## config.mk

```make
export PLATFORM = sky130hd
export DESIGN_NAME = dct2d_seq_flat
export DESIGN_NICKNAME = d
export VERILOG_FILES = /design/src/rtl/dct2d_seq_if.sv /design/src/rtl/dct2d_seq.sv /design/src/flat_wrapper.sv
export SDC_FILE = /design/constraint.sdc
export NUM_CORES = 1
export LEC_CHECK = 0
export ABC_AREA = 1
export ABC_CLOCK_PERIOD_IN_PS = 2300
export CAP_MARGIN = 30
export CORE_ASPECT_RATIO = 1.5
export CORE_MARGIN = 4
export CORE_UTILIZATION = 40
export DETAILED_ROUTE_END_ITERATION = 8
export MAX_ROUTING_LAYER = met4
export PLACE_DENSITY = 0.63
export SETUP_SLACK_MARGIN = 0.4
export SYNTH_ARGS = -nofsm -noshare
export SYNTH_HDL_FRONTEND = slang
export SYNTH_SLANG_ARGS = --single-unit
```

## constraint.sdc

```tcl
create_clock -name clk -period 2.3 [get_ports clk]
set_input_delay 0.345 -clock clk [delete_from_list [all_inputs] [get_ports clk]]
set_output_delay 0.345 -clock clk [all_outputs]
set_load 0.01 [all_outputs]
```

## src/rtl/dct2d_seq_if.sv

```systemverilog
// Handshake and control bundle between the 2-D DCT sequencer and its
// upstream source / downstream datapath stages.
interface dct2d_seq_if #(
    parameter int BLK_W = 16
) ();
    logic             in_valid;
    logic             in_last;
    logic             in_ready;
    logic             stage1_en;
    logic             trb_en;
    logic             stage2_en;
    logic             out_valid;
    logic             out_last;
    logic             busy;
    logic [BLK_W-1:0] blocks_done;
    logic             err_partial;

    modport master (
        output in_valid, in_last,
        input  in_ready, stage1_en, trb_en, stage2_en,
        input  out_valid, out_last, busy, blocks_done, err_partial
    );

    modport slave (
        input  in_valid, in_last,
        output in_ready, stage1_en, trb_en, stage2_en,
        output out_valid, out_last, busy, blocks_done, err_partial
    );
endinterface

```

## src/rtl/dct2d_seq.sv

```systemverilog
// Stream sequencer for the row stage -> transpose buffer -> column stage DCT
// pipeline: stall-tolerant clock-enables, end-of-stream drain, block framing.
module dct2d_seq #(
    parameter int N          = 8,
    parameter int STAGE1_LAT = 48,
    parameter int TRB_LAT    = 64,
    parameter int STAGE2_LAT = 48,
    parameter int BLK_W      = 16
) (
    input  logic       clk,
    input  logic       rst,
    dct2d_seq_if.slave bus
);
    localparam int L  = STAGE1_LAT + TRB_LAT + STAGE2_LAT;
    localparam int FW = $clog2(L + 1);
    localparam int CW = $clog2(N * N);

    localparam logic [FW-1:0] FILL_MAX  = FW'(L);
    localparam logic [FW-1:0] TRB_ON    = FW'(STAGE1_LAT);
    localparam logic [FW-1:0] ST2_ON    = FW'(STAGE1_LAT + TRB_LAT);
    localparam logic [FW-1:0] DRAIN_END = FW'(L - 1);
    localparam logic [CW-1:0] CNT_END   = CW'(N * N - 1);

    localparam logic [1:0] S_IDLE  = 2'd0;
    localparam logic [1:0] S_FILL  = 2'd1;
    localparam logic [1:0] S_RUN   = 2'd2;
    localparam logic [1:0] S_DRAIN = 2'd3;

    logic [1:0]       state;
    logic [FW-1:0]    fill;
    logic [FW-1:0]    fill_nxt;
    logic [FW-1:0]    drain;
    logic [CW-1:0]    in_cnt;
    logic [CW-1:0]    out_cnt;
    logic [BLK_W-1:0] blk_cnt;
    logic             err_q;

    logic in_drain;
    logic ready;
    logic accept;
    logic adv;
    logic ov;
    logic ol;

    // Every combinational output is held low while rst is asserted, so a
    // mid-stream reset cannot leak an enable from the abandoned state.
    assign in_drain = (state == S_DRAIN);
    assign ready    = !rst && !in_drain;
    assign accept   = bus.in_valid && ready;
    assign adv      = in_drain ? !rst : accept;
    assign ov       = adv && (fill >= FILL_MAX);
    assign ol       = ov && (out_cnt == CNT_END);

    assign bus.in_ready    = ready;
    assign bus.stage1_en   = adv && (state != S_IDLE || accept);
    assign bus.trb_en      = adv && (fill >= TRB_ON);
    assign bus.stage2_en   = adv && (fill >= ST2_ON);
    assign bus.out_valid   = ov;
    assign bus.out_last    = ol;
    assign bus.busy        = !rst && (state != S_IDLE);
    assign bus.blocks_done = rst ? '0 : blk_cnt;
    assign bus.err_partial = !rst && err_q;

    // fill counts advances since leaving IDLE and stops at L: once saturated
    // every further advance carries a valid output sample.
    always_comb begin
        fill_nxt = fill;
        if (adv && fill != FILL_MAX)
            fill_nxt = fill + FW'(1);
    end

    always_ff @(posedge clk) begin
        if (rst) begin
            state   <= S_IDLE;
            fill    <= '0;
            drain   <= '0;
            in_cnt  <= '0;
            out_cnt <= '0;
            blk_cnt <= '0;
            err_q   <= 1'b0;
        end else begin
            fill <= fill_nxt;
            if (accept)
                in_cnt <= in_cnt + CW'(1);
            if (ov)
                out_cnt <= out_cnt + CW'(1);
            if (ol)
                blk_cnt <= blk_cnt + BLK_W'(1);
            if (accept && bus.in_last && in_cnt != CNT_END)
                err_q <= 1'b1;

            case (state)
                S_IDLE: begin
                    if (accept)
                        state <= bus.in_last ? S_DRAIN : S_FILL;
                end
                S_FILL: begin
                    if (accept && bus.in_last)
                        state <= S_DRAIN;
                    else if (fill_nxt == FILL_MAX)
                        state <= S_RUN;
                end
                S_RUN: begin
                    if (accept && bus.in_last)
                        state <= S_DRAIN;
                end
                S_DRAIN: begin
                    drain <= drain + FW'(1);
                    // L drain advances flush the last accepted sample out
                    // of stage 2; a trailing partial block leaves out_cnt
                    // mid-count, so it is cleared here too.
                    if (drain == DRAIN_END) begin
                        state   <= S_IDLE;
                        fill    <= '0;
                        drain   <= '0;
                        in_cnt  <= '0;
                        out_cnt <= '0;
                    end
                end
                default: state <= S_IDLE;
            endcase
        end
    end

    a_enable_order: assert property (@(posedge clk) disable iff (rst)
        bus.out_valid |-> (bus.stage2_en && bus.trb_en && bus.stage1_en));
    a_drain_blocks: assert property (@(posedge clk) disable iff (rst)
        (state == S_DRAIN) |-> !bus.in_ready);
    a_fill_bound: assert property (@(posedge clk) disable iff (rst)
        fill <= FILL_MAX);
endmodule

```

## src/flat_wrapper.sv

```systemverilog
// flat-port wrapper written by rule: the top's interface ports become plain ports
module dct2d_seq_flat 
#(
    parameter int N          = 8,
    parameter int STAGE1_LAT = 48,
    parameter int TRB_LAT    = 64,
    parameter int STAGE2_LAT = 48,
    parameter int BLK_W      = 16
)
  (clk, rst, bus_in_valid, bus_in_last, bus_in_ready, bus_stage1_en, bus_trb_en, bus_stage2_en, bus_out_valid, bus_out_last, bus_busy, bus_blocks_done, bus_err_partial);
  dct2d_seq_if #(.BLK_W(BLK_W)) bus_i ();
  input  logic clk;
  input  logic rst;
  input wire logic [$bits(bus_i.in_valid)-1:0] bus_in_valid;
  input wire logic [$bits(bus_i.in_last)-1:0] bus_in_last;
  output wire logic [$bits(bus_i.in_ready)-1:0] bus_in_ready;
  output wire logic [$bits(bus_i.stage1_en)-1:0] bus_stage1_en;
  output wire logic [$bits(bus_i.trb_en)-1:0] bus_trb_en;
  output wire logic [$bits(bus_i.stage2_en)-1:0] bus_stage2_en;
  output wire logic [$bits(bus_i.out_valid)-1:0] bus_out_valid;
  output wire logic [$bits(bus_i.out_last)-1:0] bus_out_last;
  output wire logic [$bits(bus_i.busy)-1:0] bus_busy;
  output wire logic [$bits(bus_i.blocks_done)-1:0] bus_blocks_done;
  output wire logic [$bits(bus_i.err_partial)-1:0] bus_err_partial;
  assign bus_i.in_valid = bus_in_valid;
  assign bus_i.in_last = bus_in_last;
  assign bus_in_ready = bus_i.in_ready;
  assign bus_stage1_en = bus_i.stage1_en;
  assign bus_trb_en = bus_i.trb_en;
  assign bus_stage2_en = bus_i.stage2_en;
  assign bus_out_valid = bus_i.out_valid;
  assign bus_out_last = bus_i.out_last;
  assign bus_busy = bus_i.busy;
  assign bus_blocks_done = bus_i.blocks_done;
  assign bus_err_partial = bus_i.err_partial;
  dct2d_seq #(.N(N), .STAGE1_LAT(STAGE1_LAT), .TRB_LAT(TRB_LAT), .STAGE2_LAT(STAGE2_LAT), .BLK_W(BLK_W)) u_core (.clk(clk), .rst(rst), .bus(bus_i));
endmodule
```

==> impl_metrics.py, run 1 <==
metrics = {
    "status": {
        "status": "complete, no violations",
    },
    "grt": {
        "antenna_found_initial": 0,
        "grt_util_all_layers_pct": 15.7,
        "grt_pass1_wl_um": 9850,
        "grt_pass1_vias": 2405,
        "grt_overflow": 0,
        "grt_max_degree": 27,
    },
    "timing": {
        "min_period_over_period_pct": 81.4,
        "slew_violations": 0,
        "slew_headroom_pct": 75.4,
        "fmax_mhz": 534,
        "fin_crit_ns": 1.87,
        "whs_ns": 0.483,
        "rsz0062_at_grt": "true",
        "hold_viol_final": 0,
        "clock_skew_ns": 0.00599,
        "tns_ns": 0,
        "tightest_slew_ns": 0.366,
        "finalSetupViolCount": 0,
    },
    "layout": {
        "fin_nets": 462,
        "final_cell_mix": "71 x nand2_1, 65 x nor2_1, 58 x inv_1, 39 x dfxtp_1, 27 x buf_4",
        "drive_gt1_share_pct": 21.2,
        "n_fill_cell": 646,
        "diodes": 0,
        "mostFrequentLayoutCell": "nand2_1",
        "area_delta_synth_final_pct": 32.0,
        "final_area_um2": 3500,
    },
    "drt": {
        "drcViolationCount": 0,
        "detail_route.wl_per_cell_um": 11.4,
        "num_vias": 2554,
        "antenna_left": 0,
        "wl_um": 5950,
        "first_pass_iters": 4,
        "drt-vias-per-instance": 4.87,
        "drt_iter0_drc": 91,
    },
    "yosys": {
        "async_flop_share_pct": 0,
        "ys.flop_type": "dfxtp_1",
        "mappedNetlistArea_um2": 2650,
        "synth_nets": 404,
        "synth_warnings": 0,
        "ys_types": 40,
        "synthCells": 390,
        "seq_area_frac_synth_pct": 35.5,
        "synth-seq-cells": 47,
        "syn_avg_cell_area_um2": 6.80,
        "synth_edf_count": 0,
    },
    "die": {
        "die_w_um": 74.5,
        "start_util_pct": 40.9,
        "rows": 36,
        "io_pins": 28,
        "fp.dieH_um": 108,
        "die-area_um2": 8030,
        "coreArea_um2": 6490,
    },
    "hold_path": {
        "hold_end": "u_core.err_q$_SDFFE_PP0P_",
        "min_from": "u_core.err_q$_SDFFE_PP0P_",
        "hold_depth": 2,
        "worst_hold_path_type": "register to register",
    },
    "job": {
        "maxCapViolCount": 0,
    },
    "place": {
        "gp_congestion": 0.914,
        "port_buffers": 27,
        "dpl_cell_area_um2": 3160,
        "dp_hpwl_um": 4500,
    },
    "worst_setup_path": {
        "crit_required_ns": 1.96,
        "worstReg2RegStart": "u_core.state[0]$_SDFFE_PP0P_",
        "regToRegEndpoint": "u_core.blk_cnt[9]$_SDFFE_PP0P_",
        "arrival_ns": 1.53,
        "crit_path_start": "u_core.state[0]$_SDFFE_PP0P_",
        "ff2ff_path_depth": 13,
        "crit_path_end_kind": "primary output",
        "crit_buf_inv": 3,
        "slowest_stage": "dfxtp_4",
        "crit_path_cell_trace": "ha_4, o21ai_4, inv_4, nand2_4, nor3_4, nand3_4, inv_2, buf_6",
        "cp_max_fo": 6,
        "slowest_delay_ns": 0.38,
        "critPathTopFamily": "flip-flops",
        "rrSetupSlack_ns": 0.47,
        "cp-start-kind": "register",
        "crit_type": "register to primary output",
    },
    "cts": {
        "cts_sinks": 47,
        "htreeDepth": 2,
        "cts_buffers": 5,
        "cts_tree": "done",
        "worst_setup_hold_path_clk_slew_ns": 0.08,
        "cts.path.max_buffers": 2,
        "clk_latency_ns": 0.29,
        "cts_root_buf": "clkbuf_8",
    },
    "power": {
        "irDropWorstVdd_mv": 0.325,
        "p_total_w": 0.00184,
        "leakagePower_nw": 1.66,
        "p_per_area_nw_per_um2": 525,
    },
}
## report_power, final
part           switching [W]  internal [W]
Sequential         0.0000352      0.000854
Clock               0.000262      0.000236
Combinational       0.000253      0.000198
Total               0.000550       0.00129
## stage by stage
step | util, % | setup slack, ns | std cells
6_report | 54.0 | 0.427 | 524
5_1_grt | 54.0 | 0.312 | 524
4_1_cts | 50.9 | 0.300 | 515
3_5_place_dp | 48.7 | -0.106 | 507
3_3_place_gp | 48.7 | -0.0962 | 507
2_1_floorplan | - | 0.424 | 390
## final cells by class
cell class,count,area (µm²),area share [%]
inverter,64,243,6.93
clock buffer,6,82.6,2.36
multi-input combinational,272,1590,45.2
timing repair buffer,58,534,15.2
tap,76,95.1,2.71
sequential,47,958,27.4
clock inverter,1,5.00,0.143
## worst reg2reg max path: stages, from the launching register on
cell     delay [ns]
dfxtp_4        0.38
ha_4           0.18
o21ai_4        0.07
inv_4          0.06
nand2_4        0.05
nor3_4         0.21
nand3_4        0.10
buf_6          0.14
nor2_4         0.11
nand2_2        0.08
nor2_4         0.12
nand2_2        0.07
o21ai_2        0.10
a21oi_1        0.04
## kinds of logic after synthesis
family	Yosys count	synth area share, %
buffers and inverters	71	10.3
AOI/OAI and AO/OA	40	8.30
xor gates and xnor gates	11	3.63
and+or+nand+nor	210	37.2
adders and majority gates	10	4.71
muxes	1	0.377
DFF	47	35.5
## cell usage after synthesis (2+ instances only)
library cell,number,area [µm²]
o21ai_0,12,60.1
dfxtp_1,47,941
buf_2,3,15.0
nor3_1,18,90.1
xor2_1,8,70.1
nand4_1,7,43.8
nor3_2,2,20.0
xnor2_1,3,26.3
nor2_1,67,251
nor4_1,4,25.0
ha_1,10,125
or2_2,2,12.5
nand2_1,78,293
a21oi_1,18,90.1
nor3b_1,5,37.5
nor2_2,2,12.5
clkbuf_1,4,15.0
nand3_1,14,70.1
inv_2,2,7.51
a211oi_1,2,15.0
o21ai_1,3,15.0
inv_1,61,229
## how the worst max path moves through the flow
stage | endpoint | depth (start not counted)
floorplan | u_core.blk_cnt[14]$_SDFFE_PP0P_ | 11
global placement | bus_stage1_en | 8
detailed placement | bus_stage1_en | 8
CTS | bus_out_last | 8
global route | u_core.state[0]$_SDFFE_PP0P_ | 16
finish | bus_out_last | 8
## flip-flops by register name, summed over array words and instances, names as in the netlist
register / cells
u_core.out_cnt: 6
u_core.fill: 8
u_core.state: 2
u_core.blk_cnt: 16
u_core.drain: 8
u_core.err_q: 1
u_core.in_cnt: 6
## metal layers
| metal | track usage [%] | vias to the layer above | part of all wire, % |
|---|---|---|---|
| li1 | - | 1344 | - |
| met1 | 16.4 | 1162 | 40 |
| met2 | 28.9 | 34 | 55 |
| met3 | 2.52 | 14 | 2.8 |
| met4 | 5.60 | 0 | 2.4 |
| met5 | - | - | 0 |
## repair_timing
action | CTS | global route
pin swaps | 1 | 15
setup endpoints to repair | 58 | 42
hold buffers | 0 | 0
cloned | 0 | 0
setup buffers | 1 | 9
gates resized for setup | 31 | 46
No activity file was read; power rests on OpenSTA's default activity.
==> run 2, diff against run 1 <==
--- a/config.mk
+++ b/config.mk
@@ -6,7 +6,7 @@
 export NUM_CORES = 1
 export LEC_CHECK = 0
 export ABC_AREA = 1
-export ABC_CLOCK_PERIOD_IN_PS = 2300
+export ABC_CLOCK_PERIOD_IN_PS = 1900
 export CAP_MARGIN = 30
 export CORE_ASPECT_RATIO = 1.5
 export CORE_MARGIN = 4
==> constraint.sdc (replaced) <==
create_clock -name clk -period 1.9 [get_ports clk]
set_input_delay 0.285 -clock clk [delete_from_list [all_inputs] [get_ports clk]]
set_output_delay 0.285 -clock clk [all_outputs]
set_load 0.01 [all_outputs]
==> impl_metrics.py, run 2 (same netlist as run 1, synthesis figures left out) <==
metrics = {
    "timing": {
        "slew_headroom_pct": 72.7,
        "min_period_over_period_pct": 101,
        "finalSetupViolCount": 1,
        "fmax_mhz": 521,
        "clock_skew_ns": 0.00688,
        "slew_violations": 0,
        "rsz0062_at_grt": "true",
        "hold_viol_final": 0,
        "tightest_slew_ns": 0.405,
        "whs_ns": 0.475,
        "setup_slack_ns": -0.0203,
        "fin_crit_ns": 1.92,
    },
    "die": {
        "die-area_um2": 8030,
        "fp.dieH_um": 108,
        "rows": 36,
        "io_pins": 28,
        "die_w_um": 74.5,
        "start_util_pct": 40.9,
        "coreArea_um2": 6490,
    },
    "cts": {
        "clk_latency_ns": 0.30,
        "cts_root_buf": "clkbuf_8",
        "cts_sinks": 47,
        "worst_setup_hold_path_clk_slew_ns": 0.09,
        "cts_tree": "done",
        "cts.path.max_buffers": 2,
        "htreeDepth": 2,
        "cts_buffers": 5,
    },
    "drt": {
        "drcViolationCount": 0,
        "antenna_left": 0,
        "first_pass_iters": 4,
        "drt_iter0_drc": 89,
        "detail_route.wl_per_cell_um": 13.2,
        "num_vias": 2795,
        "drt-vias-per-instance": 4.99,
        "wl_um": 7380,
    },
    "layout": {
        "seq_area_um2": 961,
        "area_delta_synth_final_pct": 54.7,
        "fin_cells": 560,
        "fin_nets": 497,
        "top_regs": "u_core.blk_cnt (16), u_core.drain (8), u_core.fill (8)",
        "multi_input_area_um2": 1890,
        "mostFrequentLayoutCell": "nand2_1",
        "diodes": 0,
        "n_fill_cell": 588,
        "top_register": "u_core.blk_cnt",
        "drive_gt1_share_pct": 40.9,
        "final_cell_mix": "61 x nand2_1, 49 x inv_1, 49 x nor2_1, 48 x buf_4, 33 x dfxtp_1",
        "largest_reg_flops": 16,
    },
    "worst_setup_path": {
        "crit_type": "register to register",
        "crit_required_ns": 2.10,
        "cp_max_fo": 4,
        "worstReg2RegStart": "u_core.state[1]$_SDFFE_PP0P_",
        "ff2ff_path_depth": 13,
        "crit_path_start": "u_core.state[1]$_SDFFE_PP0P_",
        "regToRegEndpoint": "u_core.blk_cnt[8]$_SDFFE_PP0P_",
        "crit_path_end_kind": "register",
        "arrival_ns": 2.12,
        "rrSetupSlack_ns": -0.02,
        "cp-start-kind": "register",
    },
    "grt": {
        "grt_overflow": 0,
        "grt_util_all_layers_pct": 19.5,
        "grt_pass1_wl_um": 12200,
        "antenna_found_initial": 0,
        "grt_max_degree": 26,
        "grt_pass1_vias": 2845,
    },
    "power": {
        "pwr-share-clk_pct": 27.9,
        "p_per_area_nw_per_um2": 629,
        "p_sw_w": 0.000781,
        "leakagePower_nw": 1.96,
        "irDropWorstVdd_mv": 0.519,
        "p_seq_share_pct": 41.6,
        "swShare_pct": 30.2,
        "p_total_w": 0.00258,
        "p_comb_share_pct": 30.5,
        "internal-power_w": 0.00180,
    },
    "hold_path": {
        "hold_end": "u_core.blk_cnt[14]$_SDFFE_PP0P_",
        "worst_hold_path_type": "input pin to register",
        "hold_depth": 3,
        "min_from": "rst",
    },
    "job": {
        "maxCapViolCount": 0,
    },
    "status": {
        "violations": "setup timing",
        "status": "complete, but fails checks",
    },
    "place": {
        "port_buffers": 27,
        "dpl.cell_count": 528,
        "gp_congestion": 0.897,
        "dp_hpwl_um": 4940,
        "dp_slack_ns": -0.384,
    },
}
[run 2: cell count changes in the layout (fill, tap and decap cells not counted), moves of 8 or more]
cell / change
nor2_1: -16
dfxtp_2: +8
nor2_2: +8
buf_6: +13
inv_1: -9
buf_4: +21
nor2_4: +8
nor3_1: -9
nand2_1: -10
[run 2: final cells by class]
class / count / area share (%)
multi-input cells: 275 / 45.9
flip-flops and latches: 47 / 23.4
repair buffers: 90 / 19.6
inverters: 64 / 6.03
clock buffers: 7 / 2.62
well taps: 76 / 2.32
clock inverters: 1 / 0.122
[run 2: worst max path at each step]
stage	end	slack [ns]	depth (start not counted)
floorplan	u_core.blk_cnt[14]$_SDFFE_PP0P_	0.15	11
global placement	u_core.blk_cnt[8]$_SDFFE_PP0P_	-0.36	14
detailed placement	u_core.blk_cnt[8]$_SDFFE_PP0P_	-0.38	13
CTS	u_core.blk_cnt[8]$_SDFFE_PP0P_	-0.008	13
global route	u_core.blk_cnt[4]$_SDFFE_PP0P_	-0.10	12
finish	u_core.blk_cnt[8]$_SDFFE_PP0P_	-0.02	13
[run 2: power by group through the flow]
| stage | clock network, W | logic [W] | registers, W |
|---|---|---|---|
| after floorplan | 0 | 0.000358 | 0.00109 |
| after global placement | 0 | 0.000589 | 0.00109 |
| after detailed placement | 0 | 0.000601 | 0.00109 |
| after CTS | 0.000738 | 0.000620 | 0.00108 |
| after global routing | 0.000770 | 0.000887 | 0.00108 |
| final | 0.000721 | 0.000789 | 0.00107 |
[run 2: critical path, cell delays in order (launching register included)]
cell and delay (ns):
dfxtp_2 0.36, ha_4 0.17, o21ai_4 0.08, inv_4 0.07
nand2_4 0.05, nor3_4 0.17, nand3_4 0.12, buf_6 0.16
nor2_4 0.13, nand2_2 0.10, nor3_4 0.22, nand2_1 0.08
nand2_1 0.06, nor2_1 0.04
[run 2: layer usage]
layer / global-route usage (%) / routed length [µm] / vias up
li1: - / - / 1430
met1: 19.5 / 2690 / 1288
met2: 36.7 / 4220 / 53
met3: 2.52 / 188 / 24
met4: 8.14 / 275 / 0
met5: - / 0 / -
[run 2: repair_timing]
action                                 CTS  global route
endpoints found under the hold margin    0             0
hold buffers                             0             0
pin swaps                               14            34
gates cloned                             3             1
setup endpoints to repair               66            67
setup buffers                            9            11
gates resized for setup                 89            95
[run 2: stage by stage]
stage / area (µm²) / util [%] / TNS (ns)
floorplan: 2760 / - / 0
finish: 4110 / 63.3 / -0.0203
global placement: 3400 / 52.4 / -6.65
global route: 4110 / 63.3 / -0.530
CTS: 3730 / 57.4 / -0.00843
detailed placement: 3400 / 52.4 / -7.11
==> run 3, diff against run 2 <==
--- a/config.mk
+++ b/config.mk
@@ -6,8 +6,6 @@
 export NUM_CORES = 1
 export LEC_CHECK = 0
 export ABC_AREA = 1
-export ABC_CLOCK_PERIOD_IN_PS = 1900
-export CAP_MARGIN = 30
 export CORE_ASPECT_RATIO = 1.5
 export CORE_MARGIN = 4
 export CORE_UTILIZATION = 40
==> results of run 3 <==
Same layout as run 2: the final DEF is identical, and so are final timing and power.
